==> src/rtl/rv_ctrl_pkg.sv <==
// Shared encodings for the multi-cycle RV32I control unit: opcodes, FSM states,
// datapath select codes and the bundle of control strobes.
package rv_ctrl_pkg;

    localparam logic [6:0] OPC_R      = 7'b0110011;
    localparam logic [6:0] OPC_I      = 7'b0010011;
    localparam logic [6:0] OPC_LOAD   = 7'b0000011;
    localparam logic [6:0] OPC_STORE  = 7'b0100011;
    localparam logic [6:0] OPC_BRANCH = 7'b1100011;
    localparam logic [6:0] OPC_JAL    = 7'b1101111;
    localparam logic [6:0] OPC_JALR   = 7'b1100111;
    localparam logic [6:0] OPC_LUI    = 7'b0110111;
    localparam logic [6:0] OPC_AUIPC  = 7'b0010111;

    typedef enum logic [3:0] {
        ST_FETCH,
        ST_DECODE,
        ST_EXEC_R,
        ST_EXEC_I,
        ST_ADDR,
        ST_MEM_RD,
        ST_MEM_WR,
        ST_WB_ALU,
        ST_WB_MEM,
        ST_BRANCH,
        ST_JAL,
        ST_JALR,
        ST_UPPER,
        ST_TRAP
    } state_e;

    localparam logic [1:0] WB_ALUOUT = 2'b00;
    localparam logic [1:0] WB_MDR    = 2'b01;
    localparam logic [1:0] WB_PC     = 2'b10;
    localparam logic [1:0] WB_IMM    = 2'b11;

    localparam logic [1:0] SRC_A_RS1    = 2'b00;
    localparam logic [1:0] SRC_A_PC     = 2'b01;
    localparam logic [1:0] SRC_A_OLD_PC = 2'b10;

    localparam logic [1:0] SRC_B_RS2  = 2'b00;
    localparam logic [1:0] SRC_B_IMM  = 2'b01;
    localparam logic [1:0] SRC_B_FOUR = 2'b10;

    localparam logic [1:0] ALU_ADD   = 2'b00;
    localparam logic [1:0] ALU_SUB   = 2'b01;
    localparam logic [1:0] ALU_FUNCT = 2'b10;

    localparam logic [1:0] FAULT_NONE    = 2'b00;
    localparam logic [1:0] FAULT_ILLEGAL = 2'b01;
    localparam logic [1:0] FAULT_TIMEOUT = 2'b10;

    typedef struct packed {
        logic       ir_write;
        logic       pc_write;
        logic       mem_read;
        logic       mem_write;
        logic       iord;
        logic       reg_write;
        logic [1:0] wb_sel;
        logic [1:0] alu_src_a;
        logic [1:0] alu_src_b;
        logic [1:0] alu_op;
        logic       pc_src;
    } ctrl_t;

endpackage

==> src/rtl/branch_cond.sv <==
// Branch condition evaluation: funct3 plus ALU flags give taken, or flag an
// encoding this configuration does not support.
module branch_cond #(
    parameter int EXT_OPS = 1
) (
    input  logic [2:0] funct3,
    input  logic       zero,
    input  logic       lt,
    input  logic       ltu,
    output logic       taken,
    output logic       illegal
);

    always_comb begin
        taken   = 1'b0;
        illegal = 1'b0;
        case (funct3)
            3'b000:  taken = zero;
            3'b001:  taken = ~zero;
            3'b100:  taken = lt;
            3'b101:  taken = ~lt;
            3'b110:  taken = ltu;
            3'b111:  taken = ~ltu;
            default: illegal = 1'b1;
        endcase
        // Reduced configuration only knows BEQ.
        if (EXT_OPS == 0 && funct3 != 3'b000) begin
            taken   = 1'b0;
            illegal = 1'b1;
        end
    end

endmodule

==> src/rtl/multicycle_control.sv <==
// Multi-cycle RV32I control FSM: sequences fetch/decode/execute/memory/writeback,
// times out stalled memory accesses and counts retired instructions.
//
// state     | meaning
// ----------+--------------------------------------------------------------
// FETCH     | read instruction at PC, load IR and PC+4 on mem_ready
// DECODE    | ALUOut <- old_pc + imm, dispatch on opcode
// EXEC_R/I  | funct-decoded ALU op on rs1 and rs2/imm
// ADDR      | ALUOut <- rs1 + imm for load/store
// MEM_RD/WR | data access at ALUOut, wait for mem_ready
// WB_ALU/MEM| register write from ALUOut / MDR
// BRANCH    | compare rs1/rs2, PC <- ALUOut when taken
// JAL/JALR  | link write plus jump
// UPPER     | LUI / AUIPC writeback
// TRAP      | sticky fault, everything idle until reset
module multicycle_control
    import rv_ctrl_pkg::*;
#(
    parameter int EXT_OPS     = 1,
    parameter int MEM_TIMEOUT = 15,
    parameter int RET_W       = 32
) (
    input  logic             clk,
    input  logic             rst,
    input  logic [6:0]       opcode,
    input  logic [2:0]       funct3,
    input  logic             mem_ready,
    input  logic             zero,
    input  logic             lt,
    input  logic             ltu,
    output logic             ir_write,
    output logic             pc_write,
    output logic             mem_read,
    output logic             mem_write,
    output logic             iord,
    output logic             reg_write,
    output logic [1:0]       wb_sel,
    output logic [1:0]       alu_src_a,
    output logic [1:0]       alu_src_b,
    output logic [1:0]       alu_op,
    output logic             pc_src,
    output logic [1:0]       fault,
    output logic [RET_W-1:0] instret
);

    localparam bit EXT_EN = (EXT_OPS != 0);
    localparam int CNT_W  = (MEM_TIMEOUT > 1) ? $clog2(MEM_TIMEOUT + 1) : 1;
    localparam logic [CNT_W-1:0] WAIT_LAST = (MEM_TIMEOUT > 0) ? CNT_W'(MEM_TIMEOUT - 1) : '0;

    state_e             state_q, state_d;
    logic [CNT_W-1:0]   wait_q, wait_d;
    logic [1:0]         fault_q, fault_d;
    logic [RET_W-1:0]   instret_q, instret_d;
    logic               br_taken, br_illegal;
    logic               wait_state, timeout_hit;
    ctrl_t              ctl, ctl_out;

    branch_cond #(.EXT_OPS(EXT_OPS)) u_branch_cond (
        .funct3  (funct3),
        .zero    (zero),
        .lt      (lt),
        .ltu     (ltu),
        .taken   (br_taken),
        .illegal (br_illegal)
    );

    // wait_q holds the waits already seen, so this cycle is the last allowed one.
    assign timeout_hit = (MEM_TIMEOUT > 0) && (wait_q == WAIT_LAST);

    always_comb begin
        state_d    = state_q;
        fault_d    = fault_q;
        ctl        = '0;
        wait_state = 1'b0;
        case (state_q)
            ST_FETCH: begin
                ctl.mem_read  = 1'b1;
                ctl.alu_src_a = SRC_A_PC;
                ctl.alu_src_b = SRC_B_FOUR;
                wait_state    = 1'b1;
                if (mem_ready) begin
                    ctl.ir_write = 1'b1;
                    ctl.pc_write = 1'b1;
                    state_d      = ST_DECODE;
                end else if (timeout_hit) begin
                    state_d = ST_TRAP;
                    fault_d = FAULT_TIMEOUT;
                end
            end
            ST_DECODE: begin
                ctl.alu_src_a = SRC_A_OLD_PC;
                ctl.alu_src_b = SRC_B_IMM;
                ctl.alu_op    = ALU_ADD;
                state_d       = ST_TRAP;
                fault_d       = FAULT_ILLEGAL;
                case (opcode)
                    OPC_R:                state_d = ST_EXEC_R;
                    OPC_I:                state_d = ST_EXEC_I;
                    OPC_LOAD, OPC_STORE:  state_d = ST_ADDR;
                    OPC_BRANCH:           state_d = ST_BRANCH;
                    OPC_JAL:              if (EXT_EN) state_d = ST_JAL;
                    OPC_JALR:             if (EXT_EN) state_d = ST_JALR;
                    OPC_LUI, OPC_AUIPC:   if (EXT_EN) state_d = ST_UPPER;
                    default:              state_d = ST_TRAP;
                endcase
                if (state_d != ST_TRAP) begin
                    fault_d = fault_q;
                end
            end
            ST_EXEC_R: begin
                ctl.alu_src_a = SRC_A_RS1;
                ctl.alu_src_b = SRC_B_RS2;
                ctl.alu_op    = ALU_FUNCT;
                state_d       = ST_WB_ALU;
            end
            ST_EXEC_I: begin
                ctl.alu_src_a = SRC_A_RS1;
                ctl.alu_src_b = SRC_B_IMM;
                ctl.alu_op    = ALU_FUNCT;
                state_d       = ST_WB_ALU;
            end
            ST_ADDR: begin
                ctl.alu_src_a = SRC_A_RS1;
                ctl.alu_src_b = SRC_B_IMM;
                ctl.alu_op    = ALU_ADD;
                state_d       = (opcode == OPC_LOAD) ? ST_MEM_RD : ST_MEM_WR;
            end
            ST_MEM_RD, ST_MEM_WR: begin
                ctl.mem_read  = (state_q == ST_MEM_RD);
                ctl.mem_write = (state_q == ST_MEM_WR);
                ctl.iord      = 1'b1;
                wait_state    = 1'b1;
                if (mem_ready) begin
                    state_d = (state_q == ST_MEM_RD) ? ST_WB_MEM : ST_FETCH;
                end else if (timeout_hit) begin
                    state_d = ST_TRAP;
                    fault_d = FAULT_TIMEOUT;
                end
            end
            ST_WB_ALU: begin
                ctl.reg_write = 1'b1;
                ctl.wb_sel    = WB_ALUOUT;
                state_d       = ST_FETCH;
            end
            ST_WB_MEM: begin
                ctl.reg_write = 1'b1;
                ctl.wb_sel    = WB_MDR;
                state_d       = ST_FETCH;
            end
            ST_BRANCH: begin
                ctl.alu_src_a = SRC_A_RS1;
                ctl.alu_src_b = SRC_B_RS2;
                ctl.alu_op    = ALU_SUB;
                ctl.pc_src    = 1'b1;
                ctl.pc_write  = br_taken;
                if (br_illegal) begin
                    state_d = ST_TRAP;
                    fault_d = FAULT_ILLEGAL;
                end else begin
                    state_d = ST_FETCH;
                end
            end
            ST_JAL: begin
                ctl.reg_write = 1'b1;
                ctl.wb_sel    = WB_PC;
                ctl.pc_write  = 1'b1;
                ctl.pc_src    = 1'b1;
                state_d       = ST_FETCH;
            end
            ST_JALR: begin
                ctl.reg_write = 1'b1;
                ctl.wb_sel    = WB_PC;
                ctl.alu_src_a = SRC_A_RS1;
                ctl.alu_src_b = SRC_B_IMM;
                ctl.pc_write  = 1'b1;
                state_d       = ST_FETCH;
            end
            ST_UPPER: begin
                // AUIPC reuses old_pc + imm already sitting in ALUOut from DECODE.
                ctl.reg_write = 1'b1;
                ctl.wb_sel    = (opcode == OPC_LUI) ? WB_IMM : WB_ALUOUT;
                state_d       = ST_FETCH;
            end
            ST_TRAP: begin
                state_d = ST_TRAP;
            end
            default: begin
                state_d = ST_FETCH;
            end
        endcase
    end

    always_comb begin
        wait_d    = wait_q;
        instret_d = instret_q;
        if (state_d != state_q) begin
            wait_d = '0;
        end else if (wait_state && !mem_ready && MEM_TIMEOUT > 0) begin
            wait_d = wait_q + CNT_W'(1);
        end
        if (state_d == ST_FETCH && state_q != ST_FETCH && state_q != ST_TRAP) begin
            instret_d = instret_q + RET_W'(1);
        end
    end

    always_ff @(posedge clk or posedge rst) begin
        if (rst) begin
            state_q   <= ST_FETCH;
            wait_q    <= '0;
            fault_q   <= FAULT_NONE;
            instret_q <= '0;
        end else begin
            state_q   <= state_d;
            wait_q    <= wait_d;
            fault_q   <= fault_d;
            instret_q <= instret_d;
        end
    end

    // FETCH decodes to mem_read=1, so strobes are masked while reset is held.
    assign ctl_out   = rst ? '0 : ctl;
    assign ir_write  = ctl_out.ir_write;
    assign pc_write  = ctl_out.pc_write;
    assign mem_read  = ctl_out.mem_read;
    assign mem_write = ctl_out.mem_write;
    assign iord      = ctl_out.iord;
    assign reg_write = ctl_out.reg_write;
    assign wb_sel    = ctl_out.wb_sel;
    assign alu_src_a = ctl_out.alu_src_a;
    assign alu_src_b = ctl_out.alu_src_b;
    assign alu_op    = ctl_out.alu_op;
    assign pc_src    = ctl_out.pc_src;
    assign fault     = fault_q;
    assign instret   = instret_q;

endmodule
==> config.mk <==
export PLATFORM = sky130hd
export DESIGN_NAME = multicycle_control
export DESIGN_NICKNAME = d
export VERILOG_FILES = /design/src/rtl/rv_ctrl_pkg.sv /design/src/rtl/branch_cond.sv /design/src/rtl/multicycle_control.sv
export SDC_FILE = /design/constraint.sdc
export NUM_CORES = 1
export LEC_CHECK = 0
export BUFFER_PORTS_ARGS = -buffer_cell sky130_fd_sc_hd__buf_2
export CORE_MARGIN = 4
export CORE_UTILIZATION = 45
export DETAILED_ROUTE_END_ITERATION = 10
export GPL_ROUTABILITY_DRIVEN = 0
export PLACE_DENSITY_LB_ADDON = 0.2
export SLEW_MARGIN = 15
export SYNTH_ARGS = -nofsm -noshare
export SYNTH_HDL_FRONTEND = slang
export SYNTH_SLANG_ARGS = --single-unit
==> constraint.sdc <==
create_clock -name clk -period 2.83 [get_ports clk]
set_clock_uncertainty 0.1 [all_clocks]
set_input_delay 0.566 -clock clk [delete_from_list [all_inputs] [get_ports clk]]
set_output_delay 0.566 -clock clk [all_outputs]
set_load 0.05 [all_outputs]
==> results of run 1 <==
-- sequential cells by signal (all words and copies together), names as in the netlist --
register,flops
state_q,4
instret,32
wait_q,4
fault,2
-- final cells by class --
type,count,area [sq um],share of cell area (%)
Sequential cell,42,1052,32.12
Timing Repair Buffer,71,385.4,11.76
Multi-Input combinational cell,218,1620,49.47
Inverter,10,41.29,1.261
Tap cell,75,93.84,2.865
Clock buffer,6,82.58,2.521
-- per-layer routing --
metal  up-vias  GRT usage [%]
met2        58          27.40
met1      1136          24.39
li1       1170              -
met3        15          3.612
met4         0          5.099
met5         -              0
-- where the power goes --
group | leakage [nW] | switching [mW] | internal (mW)
Sequential | 0.565 | 0.184 | 0.679
Clock | 0.0431 | 0.186 | 0.188
Combinational | 0.939 | 1.16 | 0.559
-- kinds of logic after synthesis --
| logic type | count (synthesis) | share of synthesized area (%) |
|---|---|---|
| buffers and inverters | 28 | 5.463 |
| AND/OR/NAND/NOR | 138 | 32.87 |
| AO/OA/AOI/OAI | 37 | 9.763 |
| flip-flops | 42 | 37.62 |
| XOR/XNOR | 38 | 12.18 |
| multiplexers | 2 | 0.7613 |
| adder cells (fa/ha/maj) | 3 | 1.344 |
-- worst paths after layout --
check | to | cells past startpoint | slack [ps]
setup reg to reg | instret[1] | 7 | 300
max in group asynchronous | state_q[2] | 3 | 1780
hold / removal | instret[31] | 1 | 380
setup / recovery | ir_write | 4 | 150
min in group asynchronous | instret[21] | 3 | 470
hold reg to reg | instret[31] | 1 | 380
-- what timing repair did --
action,4_1_cts,5_1_grt
endpoints found under the hold margin,0,0
setup buffers,0,0
setup endpoints to repair,0,1
resized for setup,0,1
-- metrics by stage --
| step | hold slack [ps] | area [sq um] | cells | util [%] | setup WS (ps) |
|---|---|---|---|---|---|
| final | 377.1 | 3276 | 422 | 55.00 | 154.1 |
| after global routing | 395.4 | 3276 | 422 | 55.00 | 22.40 |
| after CTS | 380.7 | 3274 | 422 | 54.98 | 98.49 |
| after detailed placement | 364.5 | 3192 | 416 | 53.59 | 226.2 |
| after global placement | 357.3 | 3192 | 416 | 53.59 | 210.5 |
| after floorplan | 472.5 | 2821 | 288 | - | -34.14 |
-- cell usage after synthesis, drive strengths merged, types with 4 or more instances --
cell,instances
and2,5
nor3,8
nor2,15
clkbuf,4
xnor2,33
nor2b,4
nor4,8
nand3,26
and3,19
nand2,10
buf,14
dfrtp,42
xor2,5
inv,10
nor4b,4
o21ai,7
nand4,24
a21oi,9
==> summary.md, run 1 <==
| Metric | Value |
|---|---|
| Status | `finished clean` |
| Max Freq | `373.7 MHz` |
| Hold Buf Count CTS | `0` |
| WL final | `6298 microns` |
| Total number of vias | `2379` |
| Wl on met1 | `2904 microns` |
| Synth cell types | `57` |
| Ranking of synthesized cells by area | `dfrtp_1 (38%), xnor2_1 (10%), nand4_1 (5.4%)` |
| Antenna Nets Post-Route | `0` |
| FF+latch count, synth | `42` |
| Final setup viols | `0` |
| Syn Nets | `307` |
| Critical-path cell list | `or4_1 -> nor2_2 -> and2_1 -> buf_2` |
| Leakage | `1.547 nW` |
| Worst slew pin tran | `581.1 ps` |
| Worst path slowest cell | `or4_1` |
| DPL Wire Length | `4766 microns` |
| Wire per inst | `14.92 microns` |
| Vias in the first global route | `2344` |
| CP max FO | `17` |
| Final hold vios | `0` |
| Commonest cells after routing, fill and taps aside | `buf_2 (64), dfrtp_1 (41), xnor2_1 (32)` |
| R2R Path Start | `state_q[0]` |
| Buffers plus inverters on the worst setup path | `1` |
| Max Slew Vio Count | `0` |
| Seq/Total Area, Yosys | `37.62%` |
| DR pass1 iterations | `4` |
| # port buffers | `64` |
| H-tree levels | `2` |
| P per Cell Area | `902.8 nW/um^2` |
| Max-Cap Viols | `0` |
| Synth top area share | `37.62%` |
| Main synth FF type | `dfrtp_1` |
| Period utilization | `94.55%` |
| Die Y | `86.80 microns` |
| Overall Power | `2.957 mW` |
| Most common cell after layout, fill and taps aside | `buf_2` |
| CTS Sinks | `42` |
| Grt ovf | `0` |
| Synthesis-to-layout area growth | `17.24%` |
| Layout cells sized above 1 | `30.84%` |
| Root Buffer | `clkbuf_8` |
| Async SR Flop Fraction | `100.0%` |
| Critical path arrival | `2010 ps` |
| Maximum root-to-sink buffer count | `2` |
| Initial Util | `46.91%` |
| Hold crit path type | `reg -> reg` |
| Worst VDD drop | `655.1 uV` |
| Post-Syn Area | `2794 sq um` |
| Worst Path Required | `2160 ps` |
| Clock Latency Late Sink | `290 ps` |
| Slew HR | `61.26%` |
| RSZ-0062 raised after global routing | `false` |
| Post-route minimum period | `2676 ps` |
| Die area | `7533 sq um` |
| CP Launch Type | `register` |
| First-pass GRT wire length | `10740 microns` |
| CP max stage delay | `630 ps` |
| DRC viols | `0` |
| CTS Buf Count | `5` |
| Via density per instance | `5.637` |
| CTS tree | `yes` |
| Max layer used | `met4` |
| Fill count | `573` |
| Nets | `367` |
| Ports | `65` |
| Synth Warn # | `0` |
| Hold_sp | `instret[31]` |
| Largest delay share family, worst path | `simple AND/OR/NAND/NOR gates` |
| Overall Global Routing Usage | `17.51%` |
| Largest net degree at the start of global routing | `43` |
| Std cell rows | `28` |
| Metal3 WL | `255 microns` |
| WS Path Type | `reg -> out` |
| Starting DRT DRC Count | `150` |
| Number of synthesized flops with an enable pin | `0` |
| Initial antenna violation count | `0` |
| Worst setup startpoint | `state_q[0]` |
| Core area | `5956 sq um` |
| Critical Path End Type | `primary output` |
| Post-Syn Area per Cell | `9.701 sq um` |
| Antenna Cells | `0` |
| Clock slew at the register clock pins of the worst setup and hold paths | `70 ps` |
| Met2 WL | `3024 microns` |
| Total negative slack | `0 ps` |
| Synth Instances | `288` |
| Yosys top cell by area | `dfrtp_1` |
| Chip width | `86.80 microns` |
No activity file was read; power rests on OpenSTA's default activity.
==> run 2: changes to the inputs <==
--- a/config.mk
+++ b/config.mk
@@ -10,7 +10,7 @@
 export CORE_UTILIZATION = 45
 export DETAILED_ROUTE_END_ITERATION = 10
 export GPL_ROUTABILITY_DRIVEN = 0
-export PLACE_DENSITY_LB_ADDON = 0.2
+export PLACE_DENSITY_LB_ADDON = 0.08
 export SLEW_MARGIN = 15
 export SYNTH_ARGS = -nofsm -noshare
 export SYNTH_HDL_FRONTEND = slang
==> run 2 against run 1 <==
Net effect: sequential power fell by 0.6%; combinational power rose by 3%; clock-buffer cell count did not move; setup slack improved by 66 ps; maximum frequency rose by 2.5%; non-clock buffer count rose by 1; critical path depth did not move; final cell count rose by 0.24%; first-iteration DRC count rose by 3.3%; largest cell class unchanged; die area did not move.
==> summary.md, run 2 (synthesis results as in run 1) <==
| Metric | Value |
|---|---|
| Status | `finished clean` |
| Most common cell after layout, fill and taps aside | `buf_2` |
| Grt ovf | `0 (unchanged)` |
| CTS Sinks | `42 (unchanged)` |
| Std cell rows | `28 (unchanged)` |
| Worst slew pin tran | `533.6 ps (-47.49 ps)` |
| Clock slew at the register clock pins of the worst setup and hold paths | `80 ps (about the same)` |
| Max-Cap Viols | `0 (unchanged)` |
| Maximum root-to-sink buffer count | `2 (unchanged)` |
| DPL Wire Length | `4744 microns (-0.47%)` |
| Initial Util | `46.91% (unchanged)` |
| Antenna Nets Post-Route | `0 (unchanged)` |
| Chip width | `86.80 microns (unchanged)` |
| DRC viols | `0 (unchanged)` |
| Max FFs per register | `32 (unchanged)` |
| DP Area | `3212 sq um (+0.63%)` |
| First-pass GRT wire length | `10770 microns (+0.25%)` |
| Period utilization | `92.21% (-2.3 points)` |
| Slew HR | `64.43% (+3.2 points)` |
| Post-route minimum period | `2609 ps (-66.43 ps)` |
| Core area | `5956 sq um (unchanged)` |
| Design Area, Final | `3297 sq um (+0.65%)` |
| Nets | `368 (+0.27%)` |
| WS Path Type | `reg -> out` |
| Starting DRT DRC Count | `155 (+3.3%)` |
| RSZ-0062 raised after global routing | `false` |
| Die area | `7533 sq um (unchanged)` |
| Fill count | `569 (-0.70%)` |
| CTS resizes | `0 (unchanged)` |
| CTS tree | `yes` |
| CP Launch Type | `register` |
| Utilization after layout | `55.36% (+0.36 points)` |
| Root Buffer | `clkbuf_8` |
| Max Slew Vio Count | `0 (unchanged)` |
| CTS Buf Count | `5 (unchanged)` |
| Commonest cells after routing, fill and taps aside | `buf_2 (64), dfrtp_1 (40), xnor2_1 (32)` |
| CP max stage delay | `610 ps (-20 ps)` |
| Overall Global Routing Usage | `17.69% (+0.19 points)` |
| Final hold vios | `0 (unchanged)` |
| Total negative slack | `0 ps (unchanged)` |
| # port buffers | `64 (unchanged)` |
| Layout cells sized above 1 | `31.32% (+0.49 points)` |
| Final setup viols | `0 (unchanged)` |
| Buffers plus inverters on the worst setup path | `1 (unchanged)` |
| Initial antenna violation count | `0 (unchanged)` |
| Worst Path Required | `2160 ps (about the same)` |
| Critical Path End Type | `primary output` |
| Leakage | `1.556 nW (+0.57%)` |
| Hold Buf Count CTS | `0 (unchanged)` |
| Critical path arrival | `1940 ps (-70 ps)` |
| Max Freq | `383.2 MHz (+2.5%)` |
| Antenna Cells | `0 (unchanged)` |
| Hold crit path type | `reg -> reg` |
| Via density per instance | `5.574 (-1.1%)` |
| Clock Latency Late Sink | `290 ps (about the same)` |
| H-tree levels | `2 (unchanged)` |
| Largest net degree at the start of global routing | `43 (unchanged)` |
| DR pass1 iterations | `4 (unchanged)` |
| Largest delay share family, worst path | `simple AND/OR/NAND/NOR gates` |
| Worst path slowest cell | `or4_1` |
| Worst VDD drop | `763.0 uV (+16%)` |
| Vias in the first global route | `2208 (-5.8%)` |
| Die Y | `86.80 microns (unchanged)` |
| P per Cell Area | `916.3 nW/um^2 (+1.5%)` |
| CP max FO | `12 (-5)` |
| Postcts setup bufs | `0 (unchanged)` |
| WL final | `6392 microns (+1.5%)` |
| Critical-path cell list | `or4_1 -> nor2_2 -> and2_1 -> buf_2` |
| Ports | `65 (unchanged)` |
| Total number of vias | `2358 (-0.88%)` |
| Synthesis-to-layout area growth | `18.00%` |
| Wire per inst | `15.11 microns (+1.3%)` |
[run 2: cell type report]
class	instances	area, sq um	share of cell area (%)
multi-input combinational	218	1620	49.15
sequential	42	1054	31.95
timing repair buffer	72	405.4	12.30
tap	75	93.84	2.846
clock buffer	6	82.58	2.505
inverter	10	41.29	1.252
[run 2: path summary, 6_finish.rpt]
kind,from,to,slack [ps],depth (start not counted)
min reg2reg,instret[31],instret[31],370,1
min,instret[31],instret[31],370,1
max,state_q[0],ir_write,220,4
max reg2reg,state_q[0],wait_q[0],390,7
max in group asynchronous,rst,state_q[2],1770,3
min in group asynchronous,rst,instret[29],470,3
[run 2: metrics by stage]
step / power, mW / hold WS [ps] / cells / setup slack, ps
floorplan: 2.278 / 472.5 / 288 / -34.14
global placement: 2.626 / 356.5 / 417 / 210.6
detailed placement: 2.635 / 359.9 / 417 / 208.2
CTS: 3.024 / 373.3 / 423 / 65.65
global route: 3.220 / 383.5 / 423 / 78.00
finish: 3.021 / 366.6 / 423 / 220.6
[run 2: where the power goes]
part / internal, mW / switching, mW
sequential: 0.681 / 0.177
combinational: 0.589 / 1.19
clock: 0.188 / 0.199
total: 1.46 / 1.56
[run 2: metal layers]
metal | wire length (microns) | global-route usage (%)
met3 | 297 | 3.042
met1 | 3162 | 26.84
met4 | 53 | 3.824
met5 | 0 | 0
met2 | 2879 | 26.29
[run 2: worst reg2reg max path: stages, from the launching register on]
cell and delay (ps):
dfrtp_1 540, buf_4 240, nand2b_1 210, o21a_1 200, o32ai_1 360, or2_1 210, xor2_1 330, nor4_1 100
==> run 3: changes to the inputs <==
--- a/config.mk
+++ b/config.mk
@@ -6,8 +6,10 @@
 export NUM_CORES = 1
 export LEC_CHECK = 0
 export BUFFER_PORTS_ARGS = -buffer_cell sky130_fd_sc_hd__buf_2
+export CELL_PAD_IN_SITES_DETAIL_PLACEMENT = 1
+export CELL_PAD_IN_SITES_GLOBAL_PLACEMENT = 1
 export CORE_MARGIN = 4
-export CORE_UTILIZATION = 45
+export CORE_UTILIZATION = 37
 export DETAILED_ROUTE_END_ITERATION = 10
 export GPL_ROUTABILITY_DRIVEN = 0
 export PLACE_DENSITY_LB_ADDON = 0.08
==> constraint.sdc (replaced) <==
create_clock -name clk -period 2.3 [get_ports clk]
set_clock_uncertainty 0.1 [all_clocks]
set_input_delay 0.46 -clock clk [delete_from_list [all_inputs] [get_ports clk]]
set_output_delay 0.46 -clock clk [all_outputs]
set_load 0.05 [all_outputs]
==> run 3 against run 2 <==
Net effect: the run now ends with negative setup slack left; via count rose by 16%; routed wire length is 42% higher; clock-buffer cell count is 1 higher; hold slack better by 4.4 ps; sequential cell count unchanged; first-iteration DRC count fell by 35%; combinational power grew 110%; power up 73%; final cell count grew 21%; setup slack worse by 260 ps; global-route usage increased by 1.1 points; non-clock buffer count is 61 higher; critical endpoint is now instret[24].
==> summary.md, run 3 (synthesis results as in run 1) <==
| Metric | Value |
|---|---|
| Fin worst setup slack | `-40.20 ps (-260.8 ps)` |
| Total number of vias | `2733 (+16%)` |
| Status | `complete, but fails checks` |
| Clock Power Share | `11.2% (-1.6 points)` |
| Grt ovf | `0 (unchanged)` |
| Nets | `429 (+17%)` |
| CTS tree | `yes` |
| Std cell rows | `31 (+11%)` |
| Overall Global Routing Usage | `18.81% (+1.1 points)` |
| Antenna Nets Post-Route | `0 (unchanged)` |
| Internal Power | `2.776 mW (+90%)` |
| Most common cell after layout, fill and taps aside | `buf_4` |
| P per Cell Area | `1277 nW/um^2 (+39%)` |
| Worst VDD drop | `478.0 uV (-37%)` |
| H-tree levels | `2 (unchanged)` |
| Hold WS | `370.9 ps (+4.368 ps)` |
| Worst path slowest cell | `dfrtp_2` |
| Max Freq | `427.3 MHz` |
| Antenna Cells | `0 (unchanged)` |
| Design Area, Final | `4105 sq um (+25%)` |
| R2R Setup Slk | `-40 ps (-430 ps)` |
| Net Sw Power | `2.465 mW (+58%)` |
| Max Slew Vio Count | `0 (unchanged)` |
| R2R cell count | `8 (+1)` |
| Leakage | `1.925 nW (+24%)` |
| Commonest cells after routing, fill and taps aside | `buf_4 (63), buf_2 (55), dfrtp_1 (36)` |
| Vias in the first global route | `2671 (+21%)` |
| CP max stage delay | `480 ps (-130 ps)` |
| Final hold vios | `0 (unchanged)` |
| CTS Buf Count | `5 (unchanged)` |
| Seq pwr share | `19.1% (-9.3 points)` |
| Hold crit path type | `reg -> reg` |
| DR pass1 iterations | `4 (unchanged)` |
| Max-Cap Viols | `0 (unchanged)` |
| Slew HR | `63.08% (-1.3 points)` |
| CP max FO | `7 (-5)` |
| Power share of the combinational group | `69.7% (+11 points)` |
| Post-route minimum period | `2340 ps` |
| DRC viols | `0 (unchanged)` |
| Maximum root-to-sink buffer count | `2 (unchanged)` |
| Die Y | `94.90 microns (+9.3%)` |
| CP Launch Type | `register` |
| CTS Sinks | `42 (unchanged)` |
| Sw Ratio | `47.03% (-4.7 points)` |
| Wire per inst | `17.82 microns (+18%)` |
| Chip width | `94.90 microns (+9.3%)` |
| Failing checks | `negative setup slack` |
| Root Buffer | `clkbuf_8` |
| Worst slew pin tran | `553.8 ps (+20.22 ps)` |
| RSZ-0062 raised after global routing | `true` |
| Critical-path cell list | `buf_4 -> o211ai_1 -> o21ai_2 -> nor4_4 -> buf_6 -> clkbuf_16 -> nand4_1 -> xnor2_1` |
| Initial Util | `38.32% (-8.6 points)` |
| Synthesis-to-layout area growth | `46.93%` |
| Multi-input gate area | `1832 sq um (+13%)` |
| Critical path arrival | `2420 ps (+480 ps)` |
| Reg2Reg Capture Point | `instret[24]` |
| WL final | `9088 microns (+42%)` |
| Initial antenna violation count | `0 (unchanged)` |
| R2R Path Start | `state_q[2]` |
| Clock Latency Late Sink | `300 ps (about the same)` |
| Via density per instance | `5.359 (-3.9%)` |
| DPL Wire Length | `6019 microns (+27%)` |
| WS Path Type | `reg -> reg` |
| DP Area | `3560 sq um (+11%)` |
| Critical Path End Type | `register` |
| Core area | `7292 sq um (+22%)` |
| Max FFs per register | `32 (unchanged)` |
| Worst setup startpoint | `state_q[2]` |
| Layout cells sized above 1 | `48.91% (+18 points)` |
| Starting DRT DRC Count | `100 (-35%)` |
| Ports | `65 (unchanged)` |
| Largest net degree at the start of global routing | `43 (unchanged)` |
| Die area | `9005 sq um (+20%)` |
| Period utilization | `101.7%` |
| First-pass GRT wire length | `13340 microns (+24%)` |
| Final setup viols | `16 (+16)` |
| Worst Path Required | `2380 ps (+220 ps)` |
| Clock slew at the register clock pins of the worst setup and hold paths | `80 ps (about the same)` |
| Fill count | `849 (+49%)` |
| Seq. cell area | `1059 sq um (+0.48%)` |
| # port buffers | `64 (unchanged)` |
| CP endpoint | `instret[24]` |
==> run 3: area by class of cell <==
type	count	share of cell area, %
multi-input combinational	218	44.62
sequential	42	25.78
timing repair buffer	133	22.89
inverter	10	1.097
clock inverter	1	0.7315
clock buffer	7	1.859
tap	99	3.017
==> run 3: critical path, delay by kind of cell (launching register included) <==
| kind | cells | cell delay (ps) |
|---|---|---|
| and+or+nand+nor | 2 | 440 |
| xor gates and xnor gates | 1 | 150 |
| buffers and inverters | 3 | 540 |
| DFF | 1 | 480 |
| AOI/OAI and AO/OA | 2 | 520 |
==> run 3: power by group through the flow <==
stage	Sequential [mW]	Clock, mW	Combinational (mW)
detailed placement	1.04	0	2.71
CTS	0.985	0.598	3.06
finish	1.00	0.589	3.65
floorplan	1.11	0	1.74
global route	1.02	0.633	3.86
global placement	1.04	0	2.67
==> run 3: how the worst min path moves through the flow <==
stage | depth (start not counted) | start | to
floorplan | 2 | wait_q[0] | wait_q[0]
global route | 1 | instret[30] | instret[30]
global placement | 1 | instret[31] | instret[31]
detailed placement | 1 | instret[31] | instret[31]
CTS | 1 | instret[31] | instret[31]
finish | 1 | instret[31] | instret[31]
==> run 3: metal layers <==
layer	GRT usage, %	up-vias	part of all wire, %
met5	0	-	0
met3	3.426	8	3.3
li1	-	1289	-
met4	4.688	0	1.1
met1	25.53	1382	46
met2	30.89	54	50
==> run 3: what timing repair did <==
| item | CTS | global route |
|---|---|---|
| endpoints found under the hold margin | 0 | 0 |
| pin swaps | 1 | 16 |
| setup buffers | 14 | 11 |
| gates resized for setup | 20 | 39 |
| gates cloned | 0 | 1 |
| hold buffers | 0 | 0 |
| endpoints found under the setup margin | 38 | 47 |
==> run 3: per-stage QoR <==
stage                     cells  utilization (%)  TNS (ps)  power (mW)  setup WS, ps
after floorplan             288                -    -732.2       2.853        -356.4
after global placement      478            48.82    -95.32       3.710        -48.63
after detailed placement    478            48.82    -750.8       3.754        -73.12
after CTS                   500            52.42    -47.90       4.647        -21.36
after global routing        510            56.30     -4113       5.510        -144.2
final                       510            56.30    -270.5       5.241        -40.20
